## src/rtl/halo_exchange_scheduler_pkg.sv

```systemverilog
// ppu_pkg: shared types for the PPU halo exchange scheduler.
//  - NUM_NEIGHBORS : number of neighbour ports (8 compass directions)
//  - direction_t   : neighbour direction, also the scan order (N first, NW last)
//  - ppu_state_t   : scheduler FSM states
//  - span_t        : how a direction's region spans one axis of the tile
//  - row_span/col_span : maps a direction onto the row and column spans of its send region
package ppu_pkg;

    localparam int NUM_NEIGHBORS = 8;

    typedef enum logic [2:0] {
        DIR_N  = 3'd0,
        DIR_NE = 3'd1,
        DIR_E  = 3'd2,
        DIR_SE = 3'd3,
        DIR_S  = 3'd4,
        DIR_SW = 3'd5,
        DIR_W  = 3'd6,
        DIR_NW = 3'd7
    } direction_t;

    typedef enum logic [2:0] {
        ST_IDLE    = 3'd0,
        ST_SCAN    = 3'd1,
        ST_DRAIN   = 3'd2,
        ST_WAIT_NB = 3'd3,
        ST_DONE    = 3'd4
    } ppu_state_t;

    // LOW = first h lines, HIGH = last h lines, FULL = the whole axis.
    typedef enum logic [1:0] {
        SPAN_LOW  = 2'd0,
        SPAN_HIGH = 2'd1,
        SPAN_FULL = 2'd2
    } span_t;

    function automatic span_t row_span(direction_t d);
        case (d)
            DIR_N, DIR_NE, DIR_NW: return SPAN_LOW;
            DIR_SE, DIR_S, DIR_SW: return SPAN_HIGH;
            default:               return SPAN_FULL;
        endcase
    endfunction

    function automatic span_t col_span(direction_t d);
        case (d)
            DIR_NE, DIR_E, DIR_SE: return SPAN_HIGH;
            DIR_SW, DIR_W, DIR_NW: return SPAN_LOW;
            default:               return SPAN_FULL;
        endcase
    endfunction

endpackage

```

## src/rtl/halo_exchange_scheduler_if.sv

```systemverilog
// halo_exchange_scheduler_if: output-buffer read bus plus the eight neighbour
// write/flow-control channels of the halo exchange scheduler.
//  master (scheduler): drives bank/row/column read address and all neighbour
//                      outputs; receives read data, CTS and neighbour done flags.
//  slave  (buffer banks + neighbours): the mirror image.
// Read data is expected one cycle after the address is presented.
interface halo_exchange_scheduler_if #(
    parameter int TILE_SIZE  = 256,
    parameter int BANK_COUNT = 32
);
    localparam int RW = $clog2(TILE_SIZE);
    localparam int BW = $clog2(BANK_COUNT);
    localparam int NN = ppu_pkg::NUM_NEIGHBORS;

    logic [BW-1:0]         buffer_bank_read;
    logic [RW-1:0]         buffer_read_row;
    logic [RW-1:0]         buffer_read_column;
    logic [7:0]            buffer_data_read;

    logic [NN-1:0]         neighbor_cts;
    logic [NN-1:0]         neighbor_exchange_done;
    logic [NN-1:0][7:0]    neighbor_output_value;
    logic [NN-1:0][RW-1:0] neighbor_output_row;
    logic [NN-1:0][RW-1:0] neighbor_output_column;
    logic [NN-1:0]         neighbor_output_write_enable;

    modport master (
        output buffer_bank_read, buffer_read_row, buffer_read_column,
        input  buffer_data_read,
        input  neighbor_cts, neighbor_exchange_done,
        output neighbor_output_value, neighbor_output_row,
        output neighbor_output_column, neighbor_output_write_enable
    );

    modport slave (
        input  buffer_bank_read, buffer_read_row, buffer_read_column,
        output buffer_data_read,
        output neighbor_cts, neighbor_exchange_done,
        input  neighbor_output_value, neighbor_output_row,
        input  neighbor_output_column, neighbor_output_write_enable
    );

endinterface

```

## src/rtl/halo_exchange_scheduler_region_iter.sv

```systemverilog
// halo_region_iter: row-major walker over the send region of one direction.
//  clk, reset     : clock, synchronous active-high reset
//  load           : jump to the first element of the region of d (with halo h)
//  advance        : step to the next element; stepping past the last element of
//                   d jumps straight to the first element of d+1 (no bubble)
//  d, h           : current direction and halo width
//  row, col       : current element coordinates
//  last_in_region : current element is the last of direction d
// Counters are one bit wider than a coordinate so that L and L-h are
// representable during compares.
module halo_region_iter
    import ppu_pkg::*;
#(
    parameter int TILE_SIZE = 256,
    localparam int RW = $clog2(TILE_SIZE),
    localparam int CW = RW + 1
) (
    input  logic          clk,
    input  logic          reset,
    input  logic          load,
    input  logic          advance,
    input  direction_t    d,
    input  logic [CW-1:0] h,
    output logic [RW-1:0] row,
    output logic [RW-1:0] col,
    output logic          last_in_region
);

    localparam logic [CW-1:0] L_W = CW'(TILE_SIZE);

    function automatic logic [CW-1:0] span_lo(span_t s, logic [CW-1:0] hv);
        return (s == SPAN_HIGH) ? (L_W - hv) : '0;
    endfunction

    function automatic logic [CW-1:0] span_hi(span_t s, logic [CW-1:0] hv);
        return (s == SPAN_LOW) ? hv : L_W;
    endfunction

    logic [CW-1:0] row_reg, col_reg;
    logic [CW-1:0] row_lo, col_lo, row_last, col_last;
    logic [CW-1:0] succ_row_lo, succ_col_lo;
    direction_t    d_succ;

    always_comb begin
        d_succ      = direction_t'(d + 3'd1);
        row_lo      = span_lo(row_span(d), h);
        col_lo      = span_lo(col_span(d), h);
        row_last    = span_hi(row_span(d), h) - CW'(1);
        col_last    = span_hi(col_span(d), h) - CW'(1);
        succ_row_lo = span_lo(row_span(d_succ), h);
        succ_col_lo = span_lo(col_span(d_succ), h);
    end

    assign last_in_region = (row_reg == row_last) && (col_reg == col_last);
    assign row            = row_reg[RW-1:0];
    assign col            = col_reg[RW-1:0];

    always_ff @(posedge clk) begin
        if (reset) begin
            row_reg <= '0;
            col_reg <= '0;
        end else if (load) begin
            row_reg <= row_lo;
            col_reg <= col_lo;
        end else if (advance) begin
            if (last_in_region) begin
                row_reg <= succ_row_lo;
                col_reg <= succ_col_lo;
            end else if (col_reg == col_last) begin
                row_reg <= row_reg + CW'(1);
                col_reg <= col_lo;
            end else begin
                col_reg <= col_reg + CW'(1);
            end
        end
    end

endmodule

```

## src/rtl/halo_exchange_scheduler.sv

```systemverilog
// halo_exchange_scheduler: after each channel group, reads the tile border
// regions for all 8 neighbours from the output buffer and streams the nonzero
// values to the matching neighbour port, then waits for every neighbour to
// finish before pulsing cycle_done.
//  clk, reset            : clock, synchronous active-high reset
//  kernel_size           : halo h = kernel_size>>1, sampled at start
//  channel_group_done    : start pulse (ignored while busy)
//  local_inputs_pending  : local input processor still holds leftovers
//  bus (master)          : buffer read address/data and neighbour channels
//  exchange_done         : local send phase finished (level, WAIT_NB)
//  busy                  : scheduler not idle
//  cycle_done            : one-cycle pulse when the whole exchange is complete
module halo_exchange_scheduler
    import ppu_pkg::*;
#(
    parameter int TILE_SIZE  = 256,
    parameter int BANK_COUNT = 32,
    localparam int RW = $clog2(TILE_SIZE),
    localparam int CW = RW + 1,
    localparam int BW = $clog2(BANK_COUNT)
) (
    input  logic       clk,
    input  logic       reset,
    input  logic [2:0] kernel_size,
    input  logic       channel_group_done,
    input  logic       local_inputs_pending,
    halo_exchange_scheduler_if.master bus,
    output logic       exchange_done,
    output logic       busy,
    output logic       cycle_done
);

    ppu_state_t    state_reg, state_next;
    direction_t    d_reg;
    logic [CW-1:0] h_reg, h_start;

    logic          start, scanning, read_issue, last_in_region;
    direction_t    iter_d;
    logic [CW-1:0] iter_h;
    logic [RW-1:0] iter_row, iter_col;

    // Read pipeline: the address issued this cycle becomes a write next cycle.
    logic          pipe_valid_reg;
    direction_t    pipe_d_reg;
    logic [RW-1:0] pipe_row_reg, pipe_col_reg;

    assign h_start  = CW'(kernel_size >> 1);
    assign start    = (state_reg == ST_IDLE) && channel_group_done;
    assign scanning = (state_reg == ST_SCAN);

    // The iterator loads region N with the freshly sampled halo on start.
    assign iter_d = (state_reg == ST_IDLE) ? DIR_N   : d_reg;
    assign iter_h = (state_reg == ST_IDLE) ? h_start : h_reg;

    halo_region_iter #(
        .TILE_SIZE (TILE_SIZE)
    ) u_region_iter (
        .clk            (clk),
        .reset          (reset),
        .load           (start),
        .advance        (read_issue),
        .d              (iter_d),
        .h              (iter_h),
        .row            (iter_row),
        .col            (iter_col),
        .last_in_region (last_in_region)
    );

    always_comb begin
        state_next = state_reg;
        read_issue = 1'b0;
        case (state_reg)
            ST_IDLE: begin
                if (channel_group_done) begin
                    state_next = (h_start == '0) ? ST_WAIT_NB : ST_SCAN;
                end
            end
            ST_SCAN: begin
                // With CTS low the address is held and no read is issued.
                if (bus.neighbor_cts[d_reg]) begin
                    read_issue = 1'b1;
                    if (last_in_region && (d_reg == DIR_NW)) begin
                        state_next = ST_DRAIN;
                    end
                end
            end
            ST_DRAIN:   state_next = ST_WAIT_NB;
            ST_WAIT_NB: begin
                if ((&bus.neighbor_exchange_done) && !local_inputs_pending) begin
                    state_next = ST_DONE;
                end
            end
            ST_DONE:    state_next = ST_IDLE;
            default:    state_next = ST_IDLE;
        endcase
    end

    always_ff @(posedge clk) begin
        if (reset) begin
            state_reg      <= ST_IDLE;
            d_reg          <= DIR_N;
            h_reg          <= '0;
            pipe_valid_reg <= 1'b0;
            pipe_d_reg     <= DIR_N;
            pipe_row_reg   <= '0;
            pipe_col_reg   <= '0;
        end else begin
            state_reg <= state_next;
            if (start) begin
                d_reg <= DIR_N;
                h_reg <= h_start;
            end else if (read_issue && last_in_region && (d_reg != DIR_NW)) begin
                d_reg <= direction_t'(d_reg + 3'd1);
            end
            pipe_valid_reg <= read_issue;
            if (read_issue) begin
                pipe_d_reg   <= d_reg;
                pipe_row_reg <= iter_row;
                pipe_col_reg <= iter_col;
            end
        end
    end

    assign exchange_done = (state_reg == ST_WAIT_NB);
    assign busy          = (state_reg != ST_IDLE);
    assign cycle_done    = (state_reg == ST_DONE);

    assign bus.buffer_read_row    = scanning ? iter_row : '0;
    assign bus.buffer_read_column = scanning ? iter_col : '0;
    assign bus.buffer_bank_read   = scanning ? BW'(iter_col % RW'(BANK_COUNT)) : '0;

    // Fan-out: only the port of the in-flight direction can fire, and only for
    // nonzero data; every other port is held at zero.
    logic                               data_nonzero;
    logic [NUM_NEIGHBORS-1:0]           we;
    logic [NUM_NEIGHBORS-1:0][7:0]      value_out;
    logic [NUM_NEIGHBORS-1:0][RW-1:0]   row_out, col_out;

    assign data_nonzero = |bus.buffer_data_read;

    for (genvar gi = 0; gi < NUM_NEIGHBORS; gi++) begin : g_port
        assign we[gi]        = pipe_valid_reg && (pipe_d_reg == 3'(gi)) && data_nonzero;
        assign value_out[gi] = we[gi] ? bus.buffer_data_read : 8'd0;
        assign row_out[gi]   = we[gi] ? pipe_row_reg : '0;
        assign col_out[gi]   = we[gi] ? pipe_col_reg : '0;
    end

    assign bus.neighbor_output_write_enable = we;
    assign bus.neighbor_output_value        = value_out;
    assign bus.neighbor_output_row          = row_out;
    assign bus.neighbor_output_column       = col_out;

endmodule

```

## src/flat_wrapper.sv

```systemverilog
// flat-port wrapper written by rule: the top's interface ports become plain ports
module halo_exchange_scheduler_flat import ppu_pkg::*;
#(
    parameter int TILE_SIZE  = 256,
    parameter int BANK_COUNT = 32,
    localparam int RW = $clog2(TILE_SIZE),
    localparam int CW = RW + 1,
    localparam int BW = $clog2(BANK_COUNT)
)
  (clk, reset, kernel_size, channel_group_done, local_inputs_pending, exchange_done, busy, cycle_done, bus_buffer_bank_read, bus_buffer_read_row, bus_buffer_read_column, bus_buffer_data_read, bus_neighbor_cts, bus_neighbor_exchange_done, bus_neighbor_output_value, bus_neighbor_output_row, bus_neighbor_output_column, bus_neighbor_output_write_enable);
  halo_exchange_scheduler_if #(.TILE_SIZE(TILE_SIZE), .BANK_COUNT(BANK_COUNT)) bus_i ();
  input  logic clk;
  input  logic reset;
  input  logic [2:0] kernel_size;
  input  logic channel_group_done;
  input  logic local_inputs_pending;
  output logic exchange_done;
  output logic busy;
  output logic cycle_done;
  output wire logic [$bits(bus_i.buffer_bank_read)-1:0] bus_buffer_bank_read;
  output wire logic [$bits(bus_i.buffer_read_row)-1:0] bus_buffer_read_row;
  output wire logic [$bits(bus_i.buffer_read_column)-1:0] bus_buffer_read_column;
  input wire logic [$bits(bus_i.buffer_data_read)-1:0] bus_buffer_data_read;
  input wire logic [$bits(bus_i.neighbor_cts)-1:0] bus_neighbor_cts;
  input wire logic [$bits(bus_i.neighbor_exchange_done)-1:0] bus_neighbor_exchange_done;
  output wire logic [$bits(bus_i.neighbor_output_value)-1:0] bus_neighbor_output_value;
  output wire logic [$bits(bus_i.neighbor_output_row)-1:0] bus_neighbor_output_row;
  output wire logic [$bits(bus_i.neighbor_output_column)-1:0] bus_neighbor_output_column;
  output wire logic [$bits(bus_i.neighbor_output_write_enable)-1:0] bus_neighbor_output_write_enable;
  assign bus_buffer_bank_read = bus_i.buffer_bank_read;
  assign bus_buffer_read_row = bus_i.buffer_read_row;
  assign bus_buffer_read_column = bus_i.buffer_read_column;
  assign bus_i.buffer_data_read = bus_buffer_data_read;
  assign bus_i.neighbor_cts = bus_neighbor_cts;
  assign bus_i.neighbor_exchange_done = bus_neighbor_exchange_done;
  assign bus_neighbor_output_value = bus_i.neighbor_output_value;
  assign bus_neighbor_output_row = bus_i.neighbor_output_row;
  assign bus_neighbor_output_column = bus_i.neighbor_output_column;
  assign bus_neighbor_output_write_enable = bus_i.neighbor_output_write_enable;
  halo_exchange_scheduler #(.TILE_SIZE(TILE_SIZE), .BANK_COUNT(BANK_COUNT)) u_core (.clk(clk), .reset(reset), .kernel_size(kernel_size), .channel_group_done(channel_group_done), .local_inputs_pending(local_inputs_pending), .bus(bus_i), .exchange_done(exchange_done), .busy(busy), .cycle_done(cycle_done));
endmodule
```

## config.mk

```make
export PLATFORM = sky130hd
export DESIGN_NAME = halo_exchange_scheduler_flat
export DESIGN_NICKNAME = d
export VERILOG_FILES = /design/src/rtl/halo_exchange_scheduler_pkg.sv /design/src/rtl/halo_exchange_scheduler_if.sv /design/src/rtl/halo_exchange_scheduler_region_iter.sv /design/src/rtl/halo_exchange_scheduler.sv /design/src/flat_wrapper.sv
export SDC_FILE = /design/constraint.sdc
export NUM_CORES = 1
export LEC_CHECK = 0
export BUFFER_PORTS_ARGS = -buffer_cell sky130_fd_sc_hd__buf_2
export CAP_MARGIN = 5
export CORE_ASPECT_RATIO = 1.25
export CORE_MARGIN = 4
export CORE_UTILIZATION = 35
export DETAILED_ROUTE_END_ITERATION = 16
export GPL_TIMING_DRIVEN = 0
export PLACE_DENSITY = 0.78
export SLEW_MARGIN = 20
export SYNTH_ARGS = -nofsm -noshare
export SYNTH_HDL_FRONTEND = slang
export SYNTH_SLANG_ARGS = --single-unit
```

## constraint.sdc

```tcl
create_clock -name clk -period 4.5 [get_ports clk]
set_input_delay 0.675 -clock clk [delete_from_list [all_inputs] [get_ports clk]]
set_output_delay 0.675 -clock clk [all_outputs]
set_load 0.005 [all_outputs]
```

==> impl_metrics.yaml <==
sta:
  final_hold_viol_count: 0
  drv_slew: 0
  final-setup-viol-count: 0
  period_needed_ns: 4.26
  fin_worst_skew_ns: 0.00431
  period_share_pct: 94.6
  tightest_slew_ns: 0.850
  slew_headroom_pct: 42.9
  fmax_mhz: 235
clock_tree:
  ctsHtreeMaxLevel: 2
  clk_latency_ns: 0.29
  cts-buffers-inserted: 5
  cts_tree: "yes"
  path_clk_slew_ns: 0.07
  cts_sinks: 46
  cts_hold_buf: 0
  cts_root_buf: "clkbuf_16"
  clock_path_buffers: 2
critical_path:
  arrival_ns: 4.42
  crit_start: "u_core.state_reg[2]$_SDFFE_PP0P_"
  r2r_slack_ns: 0.24
  rr_endpoint: "u_core.u_region_iter.row_reg[4]$_SDFFE_PP0P_"
  criticalPathCategory: "reg -> reg"
  r2r-start: "u_core.state_reg[2]$_SDFFE_PP0P_"
  startpoint_type: "flip-flop"
  cp-endpoint: "u_core.u_region_iter.row_reg[4]$_SDFFE_PP0P_"
  worst_r2r_path_depth: 17
  endpoint_kind: "flip-flop"
  worstPathCellList: "nor3_2 > buf_4 > clkinv_1 > and2_1 > inv_1 > ha_1 > or4b_4 > nand2_1 > nand2_1 > ha_1 > xor2_2 > a2111oi_4 > o31a_1 > clkbuf_2 > nand2_1 > a21oi_1 > o32ai_1"
  cp_max_fo: 10
  crit_top_cell: "nand2_1"
  crit_required_ns: 4.66
  slowest_delay_ns: 0.62
  crit_slowest_cell: "or4b_4"
power:
  p_leak_uw: 0.00313
  combPwrFrac_pct: 26.2
  pwr_density_cell_mw_per_mm2: 186
  intPower_uw: 734
  p_switching_uw: 379
  swShare_pct: 34.0
  seq_power_share_pct: 40.6
  vdd_drop_max_mv: 0.184
  clkPwrFrac_pct: 33.2
global_routing:
  antenna_found_initial: 2
  track_usage_pct: 24.3
  grt_overflow: 0
  grt_pass1_vias: 5000
  grt_pass1_wl_mm: 27.4
  grt_max_degree: 16
logic_synthesis:
  synth_cell_types: 56
  syn_avg_cell_area_um2: 7.07
  ys_dominant_reg_cell: "dfxtp_1"
  syn_inst: 607
  yosys-top-cells-count: "213 x and2_1, 68 x nand2_1, 46 x dfxtp_1, 36 x a21oi_1, 34 x nor2_1"
  synth_edf_count: 0
  yosys_warnings: 0
  async_flop_share_pct: 0
  synth.top_cell.area_share_pct: 31.1
  synth_seq_cells: 46
  synth_seq_area_share_pct: 21.5
  synthesis.area_mm2: 0.00429
  yosys-top-cells-area: "and2_1 31%, dfxtp_1 21%, nand2_1 5.9%, a21oi_1 4.2%, nor2_1 3.0%"
  synth_top_cell_by_area: "and2_1"
  synth_nets: 647
  synth_most_common_cell: "and2_1"
hold_path:
  min_path_type: "reg -> reg"
  min_path_cells: 2
drt:
  remaining_drc_errors: 0
  ant_nets: 0
  drt-total-wl_mm: 18.2
  viasPerCell: 5.23
  wl_per_cell_um: 17.7
  drt_iter0_drc: 542
  vias: 5391
  drtPass1Iterations: 5
floorplanning:
  dieArea_mm2: 0.0141
  start_util_pct: 36.4
  rows: 44
  core_area_mm2: 0.0118
  die-height_um: 132
  pin_count: 255
  die_w_um: 107
placed_design:
  port-buffer-count: 253
  dp_cells: 1021
  gp_congestion: 0.959
  dpl.hpwl_mm: 14.6
finish:
  fin_nets: 908
  area_growth_pct: 39.2
  fin_cells: 1031
  final_util_pct: 50.7
  drive_gt1_share_pct: 33.3
job:
  drv_cap: 0
run_status:
  outcome: "completed"
-- power groups by stage --
stage / clock, µW / combinational [µW] / sequential [µW]
finish: 369 / 292 / 452
global route: 396 / 324 / 456
CTS: 376 / 281 / 451
detailed placement: 0 / 279 / 461
global placement: 0 / 274 / 459
floorplan: 0 / 187 / 452
-- layout by cell type, fill, tap and decap left out, types with 7 or more instances in the layout --
master	synthesis	routed
nor2_1	34	34
o21ai_0	8	7
buf_2	1	254
nand2_1	68	67
a21oi_1	36	36
dfxtp_1	46	46
inv_1	15	15
ha_1	9	9
and3_1	8	8
nand3_1	19	19
and2_1	213	213
a31oi_1	7	7
buf_4	6	7
clkbuf_1	31	31
-- metal layers --
metal,track usage [%],vias to the layer above,routed length (µm)
li1,-,2560,-
met1,27.9,2478,6850
met2,43.8,317,9000
met3,5.44,36,1920
met4,7.82,0,475
met5,0,-,0
-- per-stage QoR --
stage | setup TNS [ns] | worst slack, ns | cell area [µm²] | hold WS (ns) | total power (µW)
floorplan | 0 | 0.731 | 4290 | 0.436 | 639
global placement | 0 | 0.0257 | 5760 | 0.447 | 734
detailed placement | -0.342 | -0.0945 | 5760 | 0.454 | 740
CTS | 0 | 0.124 | 5910 | 0.464 | 1110
global route | -0.0236 | -0.00829 | 5970 | 0.491 | 1180
finish | 0 | 0.244 | 5970 | 0.462 | 1110
-- what timing repair did --
item | in CTS | in global routing
endpoints found under the setup margin | 10 | 23
setup buffers | 0 | 1
resized for setup | 1 | 8
pin swaps | 0 | 1
-- worst min-delay path by stage --
stage	from	endpoint	slack (ns)
after floorplan	u_core.h_reg[0]$_SDFFE_PP0P_	u_core.h_reg[0]$_SDFFE_PP0P_	0.44
after global placement	u_core.h_reg[0]$_SDFFE_PP0P_	u_core.h_reg[0]$_SDFFE_PP0P_	0.45
after detailed placement	u_core.h_reg[1]$_SDFFE_PP0P_	u_core.h_reg[1]$_SDFFE_PP0P_	0.45
after CTS	u_core.h_reg[1]$_SDFFE_PP0P_	u_core.h_reg[1]$_SDFFE_PP0P_	0.46
after global routing	u_core.pipe_d_reg[2]$_SDFFE_PP0P_	u_core.pipe_d_reg[2]$_SDFFE_PP0P_	0.49
final	u_core.h_reg[1]$_SDFFE_PP0P_	u_core.h_reg[1]$_SDFFE_PP0P_	0.46
-- worst max-delay path, delay by kind of cell (launching register included) --
kind,cells,cell delay (ns)
flops,1,0.45
fa+ha+maj,2,0.53
compound gates,4,1.06
buf+inv,4,0.68
simple gates,6,1.20
xor+xnor,1,0.21
-- cell families (layout without fill, tap and decap cells) --
logic type      Yosys count  in the layout  share of synthesized area (%)
mux                       9              9                           2.80
buf+inv                  59            321                           5.89
compound gates           88             88                           14.8
fa+ha+maj                 9              9                           2.62
other cells               0              1                              0
simple gates            384            384                           50.0
flops                    46             46                           21.5
xor+xnor                 12             12                           2.45
-- layout make-up --
| class | count | area [µm²] |
|---|---|---|
| fill | 1225 | 5810 |
| multi-input combinational | 502 | 3170 |
| timing repair buffer | 254 | 1270 |
| sequential | 46 | 921 |
| tap | 161 | 201 |
| buffer | 43 | 194 |
| clock buffer | 5 | 125 |
| inverter | 16 | 60.1 |
| clock inverter | 3 | 21.3 |
| antenna | 1 | 2.50 |
(Power assumes the default switching activity.)
